### config.mk
export PLATFORM = sky130hd
export DESIGN_NAME = rom_load_ctrl
export DESIGN_NICKNAME = d
export VERILOG_FILES = /design/src/rtl/rom_load_pkg.sv /design/src/rtl/rom_size_to_mask.sv /design/src/rtl/rom_load_ctrl.sv
export SDC_FILE = /design/constraint.sdc
export NUM_CORES = 1
export LEC_CHECK = 0
export ABC_AREA = 1
export CORE_MARGIN = 2
export CORE_UTILIZATION = 45
export CTS_CLUSTER_SIZE = 16
export DETAILED_ROUTE_END_ITERATION = 8
export PLACE_DENSITY = 0.77
export SYNTH_ARGS = -nofsm -noshare
export SYNTH_HDL_FRONTEND = slang
export SYNTH_SLANG_ARGS = --single-unit
export TNS_END_PERCENT = 30
### constraint.sdc
create_clock -name clk_mem -period 8.51 [get_ports clk_mem]
set_input_delay 0.851 -clock clk_mem [delete_from_list [all_inputs] [get_ports clk_mem]]
set_output_delay 0.851 -clock clk_mem [all_outputs]
set_load 0.02 [all_outputs]
### src/rtl/rom_load_pkg.sv
// ---------------------------------------------------------------------------
// rom_load_pkg
// Shared types and constants for the cartridge download controller.
//   rom_load_state_t : controller state encoding
//   ROM_MASK_MAX     : widest possible cart address mask (24 bits)
//   RAM_SIZE_CLAMP   : largest SRAM size code honoured (128 KiB)
//   MASK_SAT_CODE    : first size code whose mask fills all 24 bits
// ---------------------------------------------------------------------------
package rom_load_pkg;

  typedef enum logic [2:0] {
    IDLE,
    FETCH,
    WR_LO,
    WR_HI,
    SETTLE,
    CFG
  } rom_load_state_t;

  localparam logic [23:0] ROM_MASK_MAX   = 24'hFFFFFF;
  localparam logic [7:0]  RAM_SIZE_CLAMP = 8'd7;
  localparam logic [7:0]  MASK_SAT_CODE  = 8'd14;

endpackage

### src/rtl/rom_size_to_mask.sv
// ---------------------------------------------------------------------------
// rom_size_to_mask
// Converts a header size code into a cart address mask:
//   mask = (1 KiB << code) - 1, saturating to 24 bits.
// Ports:
//   size_i      in  8   size code from the header parser
//   zero_none_i in  1   when set, code 0 means "no memory" and yields mask 0
//   mask_o      out 24  resulting address mask
// Purely combinational.
// ---------------------------------------------------------------------------
module rom_size_to_mask
  import rom_load_pkg::*;
(
  input  logic [7:0]  size_i,
  input  logic        zero_none_i,
  output logic [23:0] mask_o
);

  always_comb begin
    if (zero_none_i && (size_i == 8'd0)) begin
      mask_o = 24'd0;
    end else if (size_i >= MASK_SAT_CODE) begin
      // Code 14 already fills 24 bits; larger codes would overflow the shift.
      mask_o = ROM_MASK_MAX;
    end else begin
      mask_o = 24'((32'h400 << size_i) - 32'd1);
    end
  end

endmodule

### src/rtl/rom_load_ctrl.sv
// ---------------------------------------------------------------------------
// rom_load_ctrl
// Cartridge download sequencer. Takes 32-bit words from the bridge, writes
// them as two 16-bit halves to cart memory over a req/ack handshake, mirrors
// every half onto the header-parser tap, then publishes a one-shot mapper
// configuration once the parser has had time to settle.
//
// Optional feature: define ROM_LOAD_HEADER_SKIP_EN to drop the copier header
// (first HEADER_BYTES of a file flagged by has_header) from memory and shift
// all later writes down by HEADER_BYTES.
//
// Ports:
//   clk_mem, reset                 clock, asynchronous active-high reset
//   dl_start, rom_file_size        load start pulse and file length (bytes)
//   in_valid/in_ready/in_data      bridge word stream, byte0 = in_data[7:0]
//   mem_req/mem_ack                memory write handshake
//   mem_addr, mem_data             write address (bit0 = 0) and half-word
//   parse_addr, parse_data         raw file offset and half-word for parser
//   downloading                    high while bytes remain to be written
//   has_header, parsed_*           parser verdict
//   cfg_valid, cfg_*               one-shot mapper configuration
// ---------------------------------------------------------------------------
module rom_load_ctrl
  import rom_load_pkg::*;
#(
  parameter int HEADER_BYTES  = 512,
  parameter int SETTLE_CYCLES = 2
) (
  input  logic        clk_mem,
  input  logic        reset,
  input  logic        dl_start,
  input  logic [31:0] rom_file_size,
  input  logic        in_valid,
  output logic        in_ready,
  input  logic [31:0] in_data,
  output logic        mem_req,
  input  logic        mem_ack,
  output logic [23:0] mem_addr,
  output logic [15:0] mem_data,
  output logic [24:0] parse_addr,
  output logic [15:0] parse_data,
  output logic        downloading,
  input  logic        has_header,
  input  logic [7:0]  parsed_rom_type,
  input  logic [7:0]  parsed_rom_size,
  input  logic [7:0]  parsed_sram_size,
  output logic        cfg_valid,
  output logic [7:0]  cfg_rom_type,
  output logic [23:0] cfg_rom_mask,
  output logic [23:0] cfg_ram_mask
);

  localparam logic [31:0]     HDR_LEN     = 32'(HEADER_BYTES);
  localparam logic [7:0]      SETTLE_LAST = 8'(SETTLE_CYCLES - 1);
  localparam rom_load_state_t DONE_STATE  = (SETTLE_CYCLES > 0) ? SETTLE : CFG;

  rom_load_state_t state_q;
  logic [7:0]  settle_q;
  logic [31:0] total_q;
  logic [31:0] cnt_q;
  logic [15:0] hi_q;
  logic        skip_q;
  logic        in_ready_q;
  logic        mem_req_q;
  logic [23:0] mem_addr_q;
  logic [15:0] mem_data_q;
  logic [24:0] parse_addr_q;
  logic [15:0] parse_data_q;
  logic        downloading_q;
  logic        cfg_valid_q;
  logic [7:0]  cfg_rom_type_q;
  logic [23:0] cfg_rom_mask_q;
  logic [23:0] cfg_ram_mask_q;

  logic [31:0] total_d;
  logic [31:0] cnt_d;
  logic [31:0] half_cnt;
  logic [15:0] half_data;
  logic [23:0] half_addr;
  logic        hdr_active;
  logic        half_skip;
  logic        half_done;
  logic        last_half;
  logic        start_half;
  logic [7:0]  ram_code;
  logic [23:0] rom_mask;
  logic [23:0] ram_mask;

  always_comb begin
    total_d = rom_file_size + {31'd0, rom_file_size[0]};
    cnt_d   = cnt_q + 32'd2;
`ifdef ROM_LOAD_HEADER_SKIP_EN
    hdr_active = has_header;
`else
    // Without header skipping the flag never affects addressing.
    hdr_active = 1'b0 & has_header;
`endif
    // The half being entered: the low half of a freshly accepted word, or
    // the high half of the word currently in flight.
    half_cnt   = (state_q == FETCH) ? cnt_q : cnt_d;
    half_data  = (state_q == FETCH) ? in_data[15:0] : hi_q;
    half_skip  = hdr_active && (half_cnt < HDR_LEN);
    half_addr  = 24'(half_cnt - (hdr_active ? HDR_LEN : 32'd0));
    half_done  = skip_q || (mem_req_q && mem_ack);
    last_half  = (cnt_d == total_q);
    start_half = ((state_q == FETCH) && in_valid) ||
                 ((state_q == WR_LO) && half_done && !last_half);
    ram_code   = (parsed_sram_size > RAM_SIZE_CLAMP) ? RAM_SIZE_CLAMP : parsed_sram_size;
  end

  rom_size_to_mask u_rom_mask (
    .size_i      (parsed_rom_size),
    .zero_none_i (1'b0),
    .mask_o      (rom_mask)
  );

  rom_size_to_mask u_ram_mask (
    .size_i      (ram_code),
    .zero_none_i (1'b1),
    .mask_o      (ram_mask)
  );

  always_ff @(posedge clk_mem or posedge reset) begin
    if (reset) begin
      state_q        <= IDLE;
      settle_q       <= '0;
      total_q        <= '0;
      cnt_q          <= '0;
      hi_q           <= '0;
      skip_q         <= 1'b0;
      in_ready_q     <= 1'b0;
      mem_req_q      <= 1'b0;
      mem_addr_q     <= '0;
      mem_data_q     <= '0;
      parse_addr_q   <= '0;
      parse_data_q   <= '0;
      downloading_q  <= 1'b0;
      cfg_valid_q    <= 1'b0;
      cfg_rom_type_q <= '0;
      cfg_rom_mask_q <= '0;
      cfg_ram_mask_q <= '0;
    end else begin
      cfg_valid_q <= 1'b0;
      case (state_q)
        IDLE: begin
          if (dl_start) begin
            total_q  <= total_d;
            cnt_q    <= '0;
            settle_q <= '0;
            if (total_d == 32'd0) begin
              // Empty file: nothing to write, go straight to the verdict wait.
              state_q       <= DONE_STATE;
              downloading_q <= 1'b0;
            end else begin
              state_q       <= FETCH;
              in_ready_q    <= 1'b1;
              downloading_q <= 1'b1;
            end
          end
        end
        FETCH: begin
          if (in_valid) begin
            hi_q       <= in_data[31:16];
            in_ready_q <= 1'b0;
            state_q    <= WR_LO;
          end
        end
        WR_LO, WR_HI: begin
          if (half_done) begin
            cnt_q     <= cnt_d;
            mem_req_q <= 1'b0;
            if (last_half) begin
              // Also drops the unused high half of a short final word.
              state_q       <= DONE_STATE;
              downloading_q <= 1'b0;
              settle_q      <= '0;
            end else if (state_q == WR_LO) begin
              state_q <= WR_HI;
            end else begin
              state_q    <= FETCH;
              in_ready_q <= 1'b1;
            end
          end
        end
        SETTLE: begin
          if (settle_q == SETTLE_LAST) begin
            state_q <= CFG;
          end else begin
            settle_q <= settle_q + 8'd1;
          end
        end
        CFG: begin
          cfg_rom_type_q <= parsed_rom_type;
          cfg_rom_mask_q <= rom_mask;
          cfg_ram_mask_q <= ram_mask;
          cfg_valid_q    <= 1'b1;
          state_q        <= IDLE;
        end
        default: state_q <= IDLE;
      endcase

      // Load the outputs for the half being entered; placed after the case
      // so the new request overrides the mem_req drop of the previous half.
      if (start_half) begin
        skip_q       <= half_skip;
        mem_req_q    <= !half_skip;
        mem_addr_q   <= half_addr;
        mem_data_q   <= half_data;
        parse_addr_q <= half_cnt[24:0];
        parse_data_q <= half_data;
      end
    end
  end

  assign in_ready     = in_ready_q;
  assign mem_req      = mem_req_q;
  assign mem_addr     = mem_addr_q;
  assign mem_data     = mem_data_q;
  assign parse_addr   = parse_addr_q;
  assign parse_data   = parse_data_q;
  assign downloading  = downloading_q;
  assign cfg_valid    = cfg_valid_q;
  assign cfg_rom_type = cfg_rom_type_q;
  assign cfg_rom_mask = cfg_rom_mask_q;
  assign cfg_ram_mask = cfg_ram_mask_q;

endmodule

Word-level counts from Yosys, hierarchy flattened
Index checks and enable logic that the tools add are counted.
{"block": "word_totals", "reg_bits": 216, "output_inout_bits": 141, "elab_cells": 102}
{"block": "op_classes", "addsub": 5, "order_cmp": 3, "n_eq_ne": 16, "n_shift": 2, "mux": 38, "n_reduce_logical": 23}
{"op": "$mux W24", "n": 3}
{"op": "$mux W32", "n": 2}
{"op": "$pmux W32 S2", "n": 1}
{"op": "$shl A11 B8 Y24 const A", "n": 2}
{"op": "$sub A24 B1 Y24 const B", "n": 2}
{"op": "$mux W8", "n": 5}
{"op": "$add A32 B1 Y32", "n": 1}
{"op": "$add A32 B2 Y32 const B", "n": 1}
{"op": "$eq A32 B32 Y1", "n": 1}
{"op": "$logic_not A32 Y1", "n": 1}
{"op": "$mux W25", "n": 1}
{"op": "$pmux W8 S3", "n": 1}
{"op": "$mux W3", "n": 6}
{"op": "$ne A2 B2 Y1 const B", "n": 9}
{"op": "$ge A8 B4 Y1 const B", "n": 2}
{"op": "$mux W16", "n": 1}
{"op": "$mux W1", "n": 14}
{"op": "$pmux W3 S4", "n": 1}
{"op": "$add A8 B1 Y8 const B", "n": 1}
{"op": "$eq A8 B1 Y1 const B", "n": 1}
{"op": "$gt A8 B3 Y1 const B", "n": 1}
{"op": "$logic_not A8 Y1", "n": 1}
{"op": "$reduce_and A4 Y1", "n": 2}
{"op": "$reduce_and A7 Y1", "n": 1}
{"op": "other kinds (16)", "n": 26}

Depth between registers and ports, before layout
Gate-level depths: netlist of run 1.
{"block": "logic_depth", "ltp_word": 7, "ltp_mapped": 19, "depth_no_buf": 18}

By module
From an unflattened synthesis of run 1, not the netlist that was laid out.
{"block": "hier_totals", "cells_unflattened": 1811, "area_unflattened_um2": 11986.5}
{"module": "rom_load_ctrl", "instances": 1, "cells_per_inst": 1591, "area_per_inst_um2": 10782.8}
{"module": "rom_size_to_mask", "instances": 2, "cells_per_inst": 110, "area_per_inst_um2": 601.8}

Worst setup path before layout of run 1
OpenSTA, ideal clock, no wires.
{"block": "synth_path", "kind": "input -> register", "startpoint": "in rom_file_size[0]", "endpoint": "reg state_q[0]", "setup_ns": 0.117, "t_arrival_ns": 2.531, "path_slack_ns": 5.863, "cell_stages": 16, "path_cell_list": "ha_1 nand3_1 nor2_2 nand2_1 nor2_1 nand2_1 nand2_1 nand2_1 nor2_1 nand2_1 nor2_1 nand3_1 o21ai_0 nand2_1 nand2_1 nand2_1"}
{"block": "synth_between", "elab_chain_len": 5}
{"item": "start: declaration", "line_no": "rom_load_ctrl.sv:32", "source": "input logic [31:0] rom_file_size,"}
{"item": "$add A32 B1 Y32", "line_no": "rom_load_ctrl.sv:90", "source": "total_d = rom_file_size + {31'd0, rom_file_size[0]};"}
{"item": "$logic_not A32 Y1", "line_no": "rom_load_ctrl.sv:150", "source": "if (total_d == 32'd0) begin"}
{"item": "$mux W3", "line_no": "rom_load_ctrl.sv:150"}
{"item": "$mux W3", "line_no": "rom_load_ctrl.sv:146", "source": "if (dl_start) begin"}
{"item": "$pmux W3 S4", "line_no": "rom_load_ctrl.sv:144", "source": "case (state_q)"}
{"item": "end signal: assignment", "line_no": "rom_load_ctrl.sv:152", "source": "state_q <= DONE_STATE;"}
{"item": "end signal: assignment", "line_no": "rom_load_ctrl.sv:155", "source": "state_q <= FETCH;"}
{"item": "end signal: assignment", "line_no": "rom_load_ctrl.sv:165", "source": "state_q <= WR_LO;"}
{"item": "end: declaration", "line_no": "rom_load_ctrl.sv:57", "source": "rom_load_state_t state_q;"}
No other way between the ends. The select of a mux whose other input is x is not followed.
A chain may end at the register's enable or synchronous reset.

Final worst setup path of run 1
{"block": "layout_path", "startpoint": "reg cnt_q[2]", "endpoint": "reg parse_data_q[1], in the netlist parse_data[1]"}
{"block": "layout_between", "elab_chain_len": 5}
{"item": "start: declaration", "line_no": "rom_load_ctrl.sv:60", "source": "logic [31:0] cnt_q;"}
{"item": "start signal: assignment", "line_no": "rom_load_ctrl.sv:170", "source": "cnt_q <= cnt_d;"}
{"item": "$add A32 B2 Y32", "line_no": "rom_load_ctrl.sv:91", "source": "cnt_d = cnt_q + 32'd2;"}
{"item": "$eq A32 B32 Y1", "line_no": "rom_load_ctrl.sv:105", "source": "last_half = (cnt_d == total_q);"}
{"item": "$logic_not A1 Y1", "line_no": "rom_load_ctrl.sv:107", "source": "((state_q == WR_LO) && half_done && !last_half);"}
{"item": "$logic_and A1 B1 Y1", "line_no": "rom_load_ctrl.sv:107"}
{"item": "$logic_or A1 B1 Y1", "line_no": "rom_load_ctrl.sv:106", "source": "start_half = ((state_q == FETCH) && in_valid) ||"}
{"item": "end signal: assignment", "line_no": "rom_load_ctrl.sv:210", "source": "parse_data_q <= half_data;"}
{"item": "end: declaration", "line_no": "rom_load_ctrl.sv:68", "source": "logic [15:0] parse_data_q;"}
No other way between the ends.

==> metrics.md, run 1 <==
| Metric | Value |
|---|---|
| Status | completed |
| First DRT Iteration DRCs | around 890 |
| Top FF cell, synth | dfrtp_1 |
| Largest net degree at the start of global routing | between 90 and 100 |
| Hold Fails Final Rpt | 0 |
| Critical R2R Launch | cnt_q[2] |
| Syn Inst Count | ~1600 |
| Initial core utilization | 0.455 |
| Fin Setup TNS | 0 ps |
| Crit Path Class | reg -> reg |
| Post-synth EDFFs | 0 |
| CP required | roughly 8800 ps |
| Total number of vias | 10747 |
| Post-DP Area | about 13000 µm² |
| R2R Setup Slk | between 4000 and 5000 ps |
| Pwr Total | ~4.2 mW |
| Average via count per standard cell | 5.12 |
| WL per Instance | 14.7 µm |
| Hold Startpoint | cfg_ram_mask[23] |
| Hold depth | 2 |
| Final instance area | around 13000 µm² |
| Max rail drop VDD | 0.000164 V |
| Netlist Area Pre-Place | around 11000 µm² |
| Top fanout value on the critical path | slightly above 40 |
| Post-synthesis register bit count | 171 |
| Hold Path Class | reg -> reg |
| Largest stage delay on the critical path | between 600 and 700 ps |
| Vias in the first global route | roughly 9800 |
| Fmax | between 200 and 300 MHz |
| Slew margin rel. | 0.234 |
| Boundary Pins | about 240 |
| CTS tree | built |
| Die area | ~25000 µm² |
| Antenna violations before repair | 0 |
| DP Wirelength | roughly 23000 µm |
| Worst Slack Setup Final | between 4000 and 5000 ps |
| Layout area overhead | 26.0% |
| Fraction of layout cells with a size suffix above 1 | 0.0309 |
| Post-Layout Cell Count | 2100 |
| Worst Setup End Kind | register |
| CORE AREA | 23300 µm² |
| Max Cap Viol | 0 |
| Reg-to-reg endpoint | parse_data[1] |
| Setup Viol. Count Final | 0 |
| CP Launch Type | register |
| Hold Crit Endpoint | cfg_ram_mask[23] |
| H-tree depth | 4 |
| Skew final | about 9 ps |
| CTS resizes | 0 |
| Warning count from the yosys run | 0 |
| PortBufs | approximately 230 |
| Synth cell types | 38 |
| CP arrival | 4090 ps |
| TritonRoute pass-1 iters | 5 |
| Measured slew at the worst slew-check pin | around 1100 ps |
| Row count | 56 |
| Clock latency on the worst-skew pair | ~440 ps |
| CTS Sinks | around 170 |
| CP max stage cell | nand2_2 |
| Period utilization | 0.443 |
| Pre-CTS WS | 4750 ps |
| Postcts setup bufs | 0 |
| Ordered list of cells on the worst path | ha_1, nand3_1, nor2_1, nand3_1, nand2_1, nand2_1, nand2_1, nand2_1, nor2_1, nand3_1, nor2_1, nand3_1, nand2_2, nand2_1, buf_4, nand2_1, nand2_1 |
| Routed WL | roughly 30000 µm |
| Sequential area share after synthesis | 0.404 |
| Power density cells | about 310 nW/µm² |
| Drc violations | 0 |
| RePlAce Congestion | a little under 1 |
| Post-route ant nets | 0 |
| Total Routing Usage GR | 0.251 |
| Grt ovf | 0 |
| First-pass GRT wire length | just under 50000 µm |
| Cells after DPL | a little over 2000 |
| Crit path time final | about 3800 ps |
| CTS Buf Count | 17 |
| RSZ-0062 raised after global routing | false |
| Leakage | about 6.3 nW |
| Post-synth ARST share | 1.00 |
| CTS root buffer | clkbuf_16 |
| Clk pin slew, worst setup/hold paths | around 70 ps |
| Reg2reg path depth | 17 |
| Layout net count | about 1900 |
| Die Ht | 157 µm |
| Cts hold-fix bufs | 0 |
| Most frequent CP cell | nand2_1 |
| CTS max path bufs | 2 |
| Slew Limit Fails | 0 |
| Diode count | 0 |
| Post-Syn Area per Cell | approximately 6.6 µm² |
| Die width | 157 µm |
==> state kept, by name, summed over array words and instances (netlist names), 3 cells and up <==
name	count
cfg_ram_mask	15
cfg_rom_mask	15
cfg_rom_type	8
cnt_q	31
hi_q	16
mem_addr	22
parse_data	16
settle_q	8
state_q	3
total_q	31
==> cell usage after synthesis (2+ instances only) <==
master	instances	area, µm²
buf_4	59	443
inv_1	140	526
o21ai_0	78	390
clkbuf_1	30	113
nand2_2	2	12.5
nand3b_1	15	113
xor2_1	10	87.6
o22ai_1	23	144
o31ai_1	3	22.5
nor2_1	169	634
nand2_1	681	2560
a21oi_1	14	70.1
ha_1	6	75.1
nor2_4	2	22.5
o21ai_1	4	20.0
nor3_1	12	60.1
nor2_2	5	31.3
buf_2	8	40.0
nor3b_1	2	15.0
xnor2_1	7	61.3
o32ai_1	2	17.5
dfrtp_1	171	4280
or2_2	3	18.8
nand3_1	140	701
nand4_1	9	56.3
==> metrics by stage <==
stage	util	hold WS (ps)
2_1_floorplan	-	442
3_5_place_dp	0.550	457
6_report	0.574	468
5_1_grt	0.574	491
3_3_place_gp	0.550	449
4_1_cts	0.574	473
==> routing by layer <==
metal | wire length (µm) | global-route usage | vias to the layer above
met5 | 0 | 0 | -
met4 | 836 | 0.0818 | 0
met3 | 2320 | 0.0479 | 67
met2 | 14000 | 0.408 | 444
met1 | 13600 | 0.338 | 4889
li1 | - | - | 5347
==> worst max-delay path by stage <==
stage / start / to / slack [ps] / cells past startpoint
5_1_grt: cnt_q[2] / mem_req / 4480 / 17
3_5_place_dp: rom_file_size[0] / state_q[0] / 4750 / 17
4_1_cts: cnt_q[2] / mem_addr[2] / 4800 / 17
6_report: cnt_q[2] / parse_data[1] / 4740 / 17
2_1_floorplan: reset / cfg_ram_mask[10] / 3030 / 1
3_3_place_gp: rom_file_size[0] / state_q[0] / 4860 / 17
==> cell families (layout without fill, tap and decap cells) <==
logic type               Yosys count  in the layout  share of synthesized area
AND/OR/NAND/NOR                 1043           1043                      0.400
buffers and inverters            240            412                      0.107
flip-flops                       171            171                      0.404
AO/OA/AOI/OAI                    130            130                     0.0676
XOR/XNOR                          17             17                     0.0141
adder cells (fa/ha/maj)            6              6                    0.00709
other                              1              2                   0.000354
==> worst max-delay path: cells and delay by family (launching register included) <==
family	cells	cell delay, ps
adders and majority gates	1	220
and+or+nand+nor	15	2640
DFF	1	440
buffers and inverters	1	310
==> cell type report <==
class                   instances  area [µm²]
well taps                     319         399
fillers                      2200        9910
multi-input cells            1198        5210
clock inverters                13         121
inverters                     142         538
flip-flops and latches        171        4280
clock buffers                  19         443
repair buffers                238        2360
==> placed cells by master, fill, tap and decap left out, types with 2 or more instances in the layout <==
cell type	synthesis	routed
nor2_2	5	6
nand3b_1	15	15
nor2_1	169	167
or2_2	3	3
clkinv_2	0	2
dfrtp_1	171	171
clkinvlp_4	0	5
nor2_4	2	3
o32ai_1	2	2
clkbuf_16	0	17
a21oi_1	14	13
o31ai_1	3	3
o21ai_0	78	78
ha_1	6	6
o21ai_1	4	4
clkdlybuf4s50_1	0	231
nor3b_1	2	2
xor2_1	10	10
conb_1	1	2
nand3_1	140	140
nand2_1	681	681
nand4_1	9	9
buf_4	59	7
nor3_1	12	12
o22ai_1	23	23
inv_1	140	139
xnor2_1	7	7
clkinv_4	0	4
inv_6	0	2
nand2_2	2	2
==> power by group <==
group	total, mW	switching [mW]	internal, mW
Sequential	1.38	0.266	1.11
Combinational	2.04	1.26	0.774
Clock	0.753	0.341	0.412
Power figures use the tool's default switching activity.
==> run 2, diff against run 1 <==
clock period = 3.5 ns   (was 8.51 ns; I/O delays follow)
==> run 2 against run 1 <==
Compared with the run above: non-clock buffer count increased by 10; worst setup slack got worse by 4300 ps; core utilization rose by 0.47 points; combinational power is 150% higher; hold slack got worse by 150 ps; first-iteration DRC count fell by 12%; critical endpoint is now parse_data[8]; highest routed layer unchanged.
==> metrics.md, run 2 (synthesis results as in run 1) <==
| Metric | Value |
|---|---|
| CTS root buffer | clkbuf_16 (unchanged) |
| Vias in the first global route | 9752 (was 9807) |
| Boundary Pins | 235 (unchanged) |
| Clk pin slew, worst setup/hold paths | 70 ps (about the same) |
| Ordered list of cells on the worst path | ha_1, nand2_1, nor2_4, nand2_1, nor2_4, nand2_1, nand3_1, nand2_1, nor2_1, nand3_1, nor2_1, nand3_1, nand2_2, buf_4, nand3_1, nand2_1 (was ha_1, nand3_1, nor2_1, nand3_1, nand2_1, nand2_1, nand2_1, nand2_1, nor2_1, nand3_1, nor2_1, nand3_1, nand2_2, nand2_1, buf_4, nand2_1, nand2_1) |
| Setup Viol. Count Final | 0 (unchanged) |
| Max Cap Viol | 0 (unchanged) |
| CP Launch Type | register (unchanged) |
| Multi-input gate area | 5200 µm² (was 5210 µm²) |
| Max rail drop VDD | 0.000367 V (was 0.000164 V) |
| DP Wirelength | 23500 µm (was 23000 µm) |
| Most frequent CP cell | nand2_1 (unchanged) |
| Internal | 5.73 mW (was 2.30 mW) |
| Routed WL | 31000 µm (was 30800 µm) |
| Total Routing Usage GR | 0.252 (was 0.251) |
| Crit Path Class | reg -> reg (unchanged) |
| Sequential share of power | 0.326 (was 0.331) |
| CTS resizes | 0 (unchanged) |
| Row count | 56 (unchanged) |
| RePlAce Congestion | 0.908 (was 0.972) |
| Fmax | 324 MHz (was 265 MHz) |
| Hold Fails Final Rpt | 0 (unchanged) |
| CTS max path bufs | 2 (unchanged) |
| FF+latch area | 4280 µm² (unchanged) |
| TritonRoute pass-1 iters | 5 (unchanged) |
| Worst Setup End Kind | register (unchanged) |
| Largest net degree at the start of global routing | 74 (was 98) |
| Clock share of power | 0.187 (was 0.181) |
| Total number of vias | 10708 (was 10747) |
| Logic pwr share | 0.487 (was 0.488) |
| CTS Buf Count | 17 (unchanged) |
| Drc violations | 0 (unchanged) |
| Worst Slack Setup Final | 413 ps (was 4740 ps) |
| Fin Setup TNS | 0 ps (unchanged) |
| Family with the most delay on the worst path | simple AND/OR/NAND/NOR gates (unchanged) |
| Layout area overhead | 27.1% (was 26.0%) |
| First-pass GRT wire length | 49300 µm (about the same) |
| Cts hold-fix bufs | 0 (unchanged) |
| Postcts setup bufs | 0 (unchanged) |
| First DRT Iteration DRCs | 779 (was 889) |
| Layout net count | 1878 (was 1868) |
| Fraction of layout cells with a size suffix above 1 | 0.0357 (was 0.0309) |
| Clock latency on the worst-skew pair | 430 ps (was 440 ps) |
| WL per Instance | 14.7 µm (about the same) |
| Largest stage delay on the critical path | 420 ps (was 610 ps) |
| CP required | 3870 ps (was 8830 ps) |
| Grt ovf | 0 (unchanged) |
| CORE AREA | 23300 µm² (unchanged) |
| Diode count | 0 (unchanged) |
| Commonest non-fill, non-tap cell in the layout | nand2_1 (unchanged) |
| Skew final | 7.48 ps (was 9.01 ps) |
| Post-route ant nets | 0 (unchanged) |
| Crit path time final | 3090 ps (was 3770 ps) |
| Period utilization | 0.882 (was 0.443) |
| Status | completed (unchanged) |
| Most frequent cells in the layout | 681 x nand2_1, 231 x clkdlybuf4s50_1, 171 x dfrtp_1 (unchanged) |
| Average via count per standard cell | 5.07 (was 5.12) |
| CTS Sinks | 171 (unchanged) |
| Die width | 157 µm (unchanged) |
| Pre-CTS WS | 339 ps (was 4750 ps) |
| Hold Path Class | in -> async (was reg -> reg) |
| CTS tree | built (unchanged) |
| Slew margin rel. | 0.603 (was 0.234) |
| Slew Limit Fails | 0 (unchanged) |
| H-tree depth | 4 (unchanged) |
| Fill cells | 2224 (was 2200) |
| Measured slew at the worst slew-check pin | 595 ps (was 1150 ps) |
| Die area | 24800 µm² (unchanged) |
| Leakage | 6.41 nW (was 6.33 nW) |
| PortBufs | 231 (unchanged) |
| RSZ-0062 raised after global routing | false (unchanged) |
| Top fanout value on the critical path | 40 (was 41) |
| Power density cells | 764 nW/µm² (was 312 nW/µm²) |
| Antenna violations before repair | 0 (unchanged) |
| Initial core utilization | 0.455 (unchanged) |
| Net Switching | 4.56 mW (was 1.87 mW) |
| CP max stage cell | dfrtp_1 (was nand2_2) |
| Die Ht | 157 µm (unchanged) |
| CP bufs+invs | 1 (unchanged) |
| CP arrival | 3460 ps (was 4090 ps) |
| Sw Share | 0.443 (was 0.448) |
[run 2: final timing paths]
path	start	to	slack (ps)	cells after the start
max reg2reg	cnt_q[2]	parse_data[8]	410	16
min reg2reg	cfg_ram_mask[19]	cfg_ram_mask[19]	470	2
min in group clk_mem	in_data[24]	hi_q[8]	460	3
max in group asynchronous	reset	total_q[15]	2290	3
min	reset	settle_q[3]	320	2
max	cnt_q[2]	parse_data[8]	410	16
[run 2: routing by layer]
layer,global-route usage,share of wire,vias to the layer above
li1,-,-,5359
met1,0.338,0.45,4912
met2,0.420,0.46,388
met3,0.0388,0.071,49
met4,0.0762,0.020,0
met5,0,0,-
[run 2: layout make-up]
class / instances / area share
repair buffers: 248 / 0.182
multi-input cells: 1198 / 0.386
inverters: 142 / 0.0399
clock inverters: 11 / 0.00995
flip-flops and latches: 171 / 0.318
well taps: 319 / 0.0296
clock buffers: 21 / 0.0342
[run 2: power groups by stage]
stage | combinational, mW | sequential [mW] | clock, mW
after floorplan | 2.99 | 3.55 | 0
after detailed placement | 4.97 | 3.38 | 0
after CTS | 4.99 | 3.35 | 1.95
after global routing | 5.52 | 3.47 | 2.03
after global placement | 4.88 | 3.35 | 0
final | 5.01 | 3.36 | 1.92
[run 2: per-stage QoR]
stage / instance area [µm²] / utilization / power (mW) / std cells / hold slack (ps)
after floorplan: 10600 / - / 6.54 / 1609 / 442
after global placement: 12900 / 0.553 / 8.24 / 2078 / 449
after global routing: 13500 / 0.579 / 11.0 / 2110 / 352
final: 13500 / 0.579 / 10.3 / 2110 / 316
after CTS: 13500 / 0.579 / 10.3 / 2110 / 332
after detailed placement: 12900 / 0.553 / 8.34 / 2078 / 453
==> run 3, diff against run 2 <==
CTS_BUF_LIST = sky130_fd_sc_hd__clkbuf_16   (was default)
==> run 3 against run 2 <==
Compared with the run above: critical path depth shrank 1; hold slack gained 3.0 ps; core utilization shrank 0.086 points; non-clock buffer count is the same; wire length shrank 0.51%; first-iteration DRC count shrank 0.90%; design area shrank 0.15%; sequential power is essentially flat; highest routed layer unchanged; total power shrank 0.60%; maximum frequency is essentially flat; combinational power is essentially flat.
==> metrics.md, run 3 (synthesis results as in run 1) <==
| Metric | Value |
|---|---|
| Grt ovf | 0 (unchanged) |
| DP Wirelength | 23500 µm (unchanged) |
| Hold Fails Final Rpt | 0 (unchanged) |
| Clk pin slew, worst setup/hold paths | 70 ps (about the same) |
| CP Launch Type | register (unchanged) |
| Slew Limit Fails | 0 (unchanged) |
| WL per Instance | 14.6 µm (was 14.7 µm) |
| Largest net degree at the start of global routing | 74 (unchanged) |
| Hold Path Class | in -> async (unchanged) |
| Skew final | 8.83 ps (was 7.48 ps) |
| Leakage | 6.41 nW (about the same) |
| Hold Worst Slack | 319 ps (was 316 ps) |
| Diode count | 0 (unchanged) |
| CTS Sinks | 171 (unchanged) |
| CP arrival | 3460 ps (about the same) |
| Antenna violations before repair | 0 (unchanged) |
| Fraction of layout cells with a size suffix above 1 | 0.0346 (was 0.0357) |
| Status | completed (unchanged) |
| Routed WL | 30800 µm (was 31000 µm) |
| Total number of vias | 10710 (was 10708) |
| Top fanout value on the critical path | 40 (unchanged) |
| RSZ-0062 raised after global routing | false (unchanged) |
| Post-Layout Cell Count | 2110 (unchanged) |
| Max Cap Viol | 0 (unchanged) |
| Crit path time final | 3090 ps (about the same) |
| CORE AREA | 23300 µm² (unchanged) |
| Die Ht | 157 µm (unchanged) |
| RePlAce Congestion | 0.908 (unchanged) |
| CP required | 3870 ps (about the same) |
| Row count | 56 (unchanged) |
| Drc violations | 0 (unchanged) |
| Max rail drop VDD | 0.000365 V (was 0.000367 V) |
| First DRT Iteration DRCs | 772 (was 779) |
| Sw Share | 0.444 (was 0.443) |
| Measured slew at the worst slew-check pin | 599 ps (was 595 ps) |
| Vias in the first global route | 9743 (was 9752) |
| CTS max path bufs | 2 (unchanged) |
| Fmax | 324 MHz (about the same) |
| Die width | 157 µm (unchanged) |
| Clock share of power | 0.182 (was 0.187) |
| Boundary Pins | 235 (unchanged) |
| Logic pwr share | 0.489 (was 0.487) |
| Power density cells | 761 nW/µm² (was 764 nW/µm²) |
| Commonest non-fill, non-tap cell in the layout | nand2_1 (unchanged) |
| H-tree depth | 4 (unchanged) |
| Initial core utilization | 0.455 (unchanged) |
| Clock latency on the worst-skew pair | 430 ps (about the same) |
| Layout net count | 1878 (unchanged) |
| Post-route ant nets | 0 (unchanged) |
| Cells after DPL | 2078 (unchanged) |
| Total Routing Usage GR | 0.251 (was 0.252) |
| Period utilization | 0.882 (about the same) |
| Postcts setup bufs | 0 (unchanged) |
| PortBufs | 231 (unchanged) |
| Net Switching | 4.54 mW (was 4.56 mW) |
| Most frequent cells in the layout | 681 x nand2_1, 231 x clkdlybuf4s50_1, 171 x dfrtp_1 (unchanged) |
| Setup Viol. Count Final | 0 (unchanged) |
| CTS resizes | 0 (unchanged) |
| Die area | 24800 µm² (unchanged) |
| CTS root buffer | clkbuf_16 (unchanged) |
| Fin Setup TNS | 0 ps (unchanged) |
| Cts hold-fix bufs | 0 (unchanged) |
| Fill cells | 2228 (was 2224) |
| CTS Buf Count | 17 (unchanged) |
| TritonRoute pass-1 iters | 5 (unchanged) |
| Slew margin rel. | 0.600 (was 0.603) |
| Layout area overhead | 26.9% (was 27.1%) |
| Average via count per standard cell | 5.08 (was 5.07) |
| CTS tree | built (unchanged) |
| Sequential share of power | 0.329 (was 0.326) |
| Worst Setup End Kind | register (unchanged) |
| Internal | 5.68 mW (was 5.73 mW) |
| First-pass GRT wire length | 49100 µm (was 49300 µm) |
| Crit Path Class | reg -> reg (unchanged) |
| Core Util, Final | 0.578 (was 0.579) |
-- run 3: routing by layer --
metal  track usage  wire length [µm]  up-vias
met5             0                 0        -
met1         0.337             13700     4891
met4        0.0762               603        0
met3        0.0394              2340       45
met2         0.419             14200      416
li1              -                 -     5358
-- run 3: path summary, 6_finish.rpt --
| kind | from | end | slack, ps | cells past startpoint |
|---|---|---|---|---|
| max | cnt_q[6] | parse_data[8] | 410 | 15 |
| min | reset | settle_q[3] | 320 | 2 |
| max reg2reg | cnt_q[6] | parse_data[8] | 410 | 15 |
| min reg2reg | cfg_ram_mask[19] | cfg_ram_mask[19] | 470 | 2 |
| max in group asynchronous | reset | total_q[15] | 2290 | 3 |
| min in group clk_mem | in_data[24] | hi_q[8] | 460 | 3 |
-- run 3: cell type report --
class	count	area, µm²	share of cell area
clock inverters	15	149	0.0111
inverters	142	537	0.0399
clock buffers	17	425	0.0316
repair buffers	248	2450	0.182
multi-input cells	1198	5200	0.387
flip-flops and latches	171	4280	0.318
well taps	319	399	0.0297
-- run 3: critical path, stage by stage (launching register included) --
cell and delay (ps):
dfrtp_1 430, nand2_1 150, nor2_1 360, nand2_1 150, nor2_2 230, nand2_1 100, nand2_1 160, nand2_1 100
a21oi_1 160, nand3_1 100, nor2_1 190, nand3_1 170, nand2_2 100, buf_4 380, nand3_1 140, nand2_1 90
-- run 3: metrics by stage --
stage               total power [mW]  worst slack, ps  cell area [µm²]
floorplan                       6.54              967            10600
global route                    11.0              112            13400
detailed placement              8.34              339            12900
finish                          10.2              412            13400
global placement                8.24              393            12900
CTS                             10.2              437            13400
-- run 3: power by group through the flow --
stage               logic, mW  registers, mW  clock network, mW
floorplan                2.99           3.55                  0
global placement         4.88           3.35                  0
detailed placement       4.97           3.38                  0
CTS                      4.99           3.34               1.89
global route             5.52           3.47               1.97
finish                   5.00           3.36               1.87
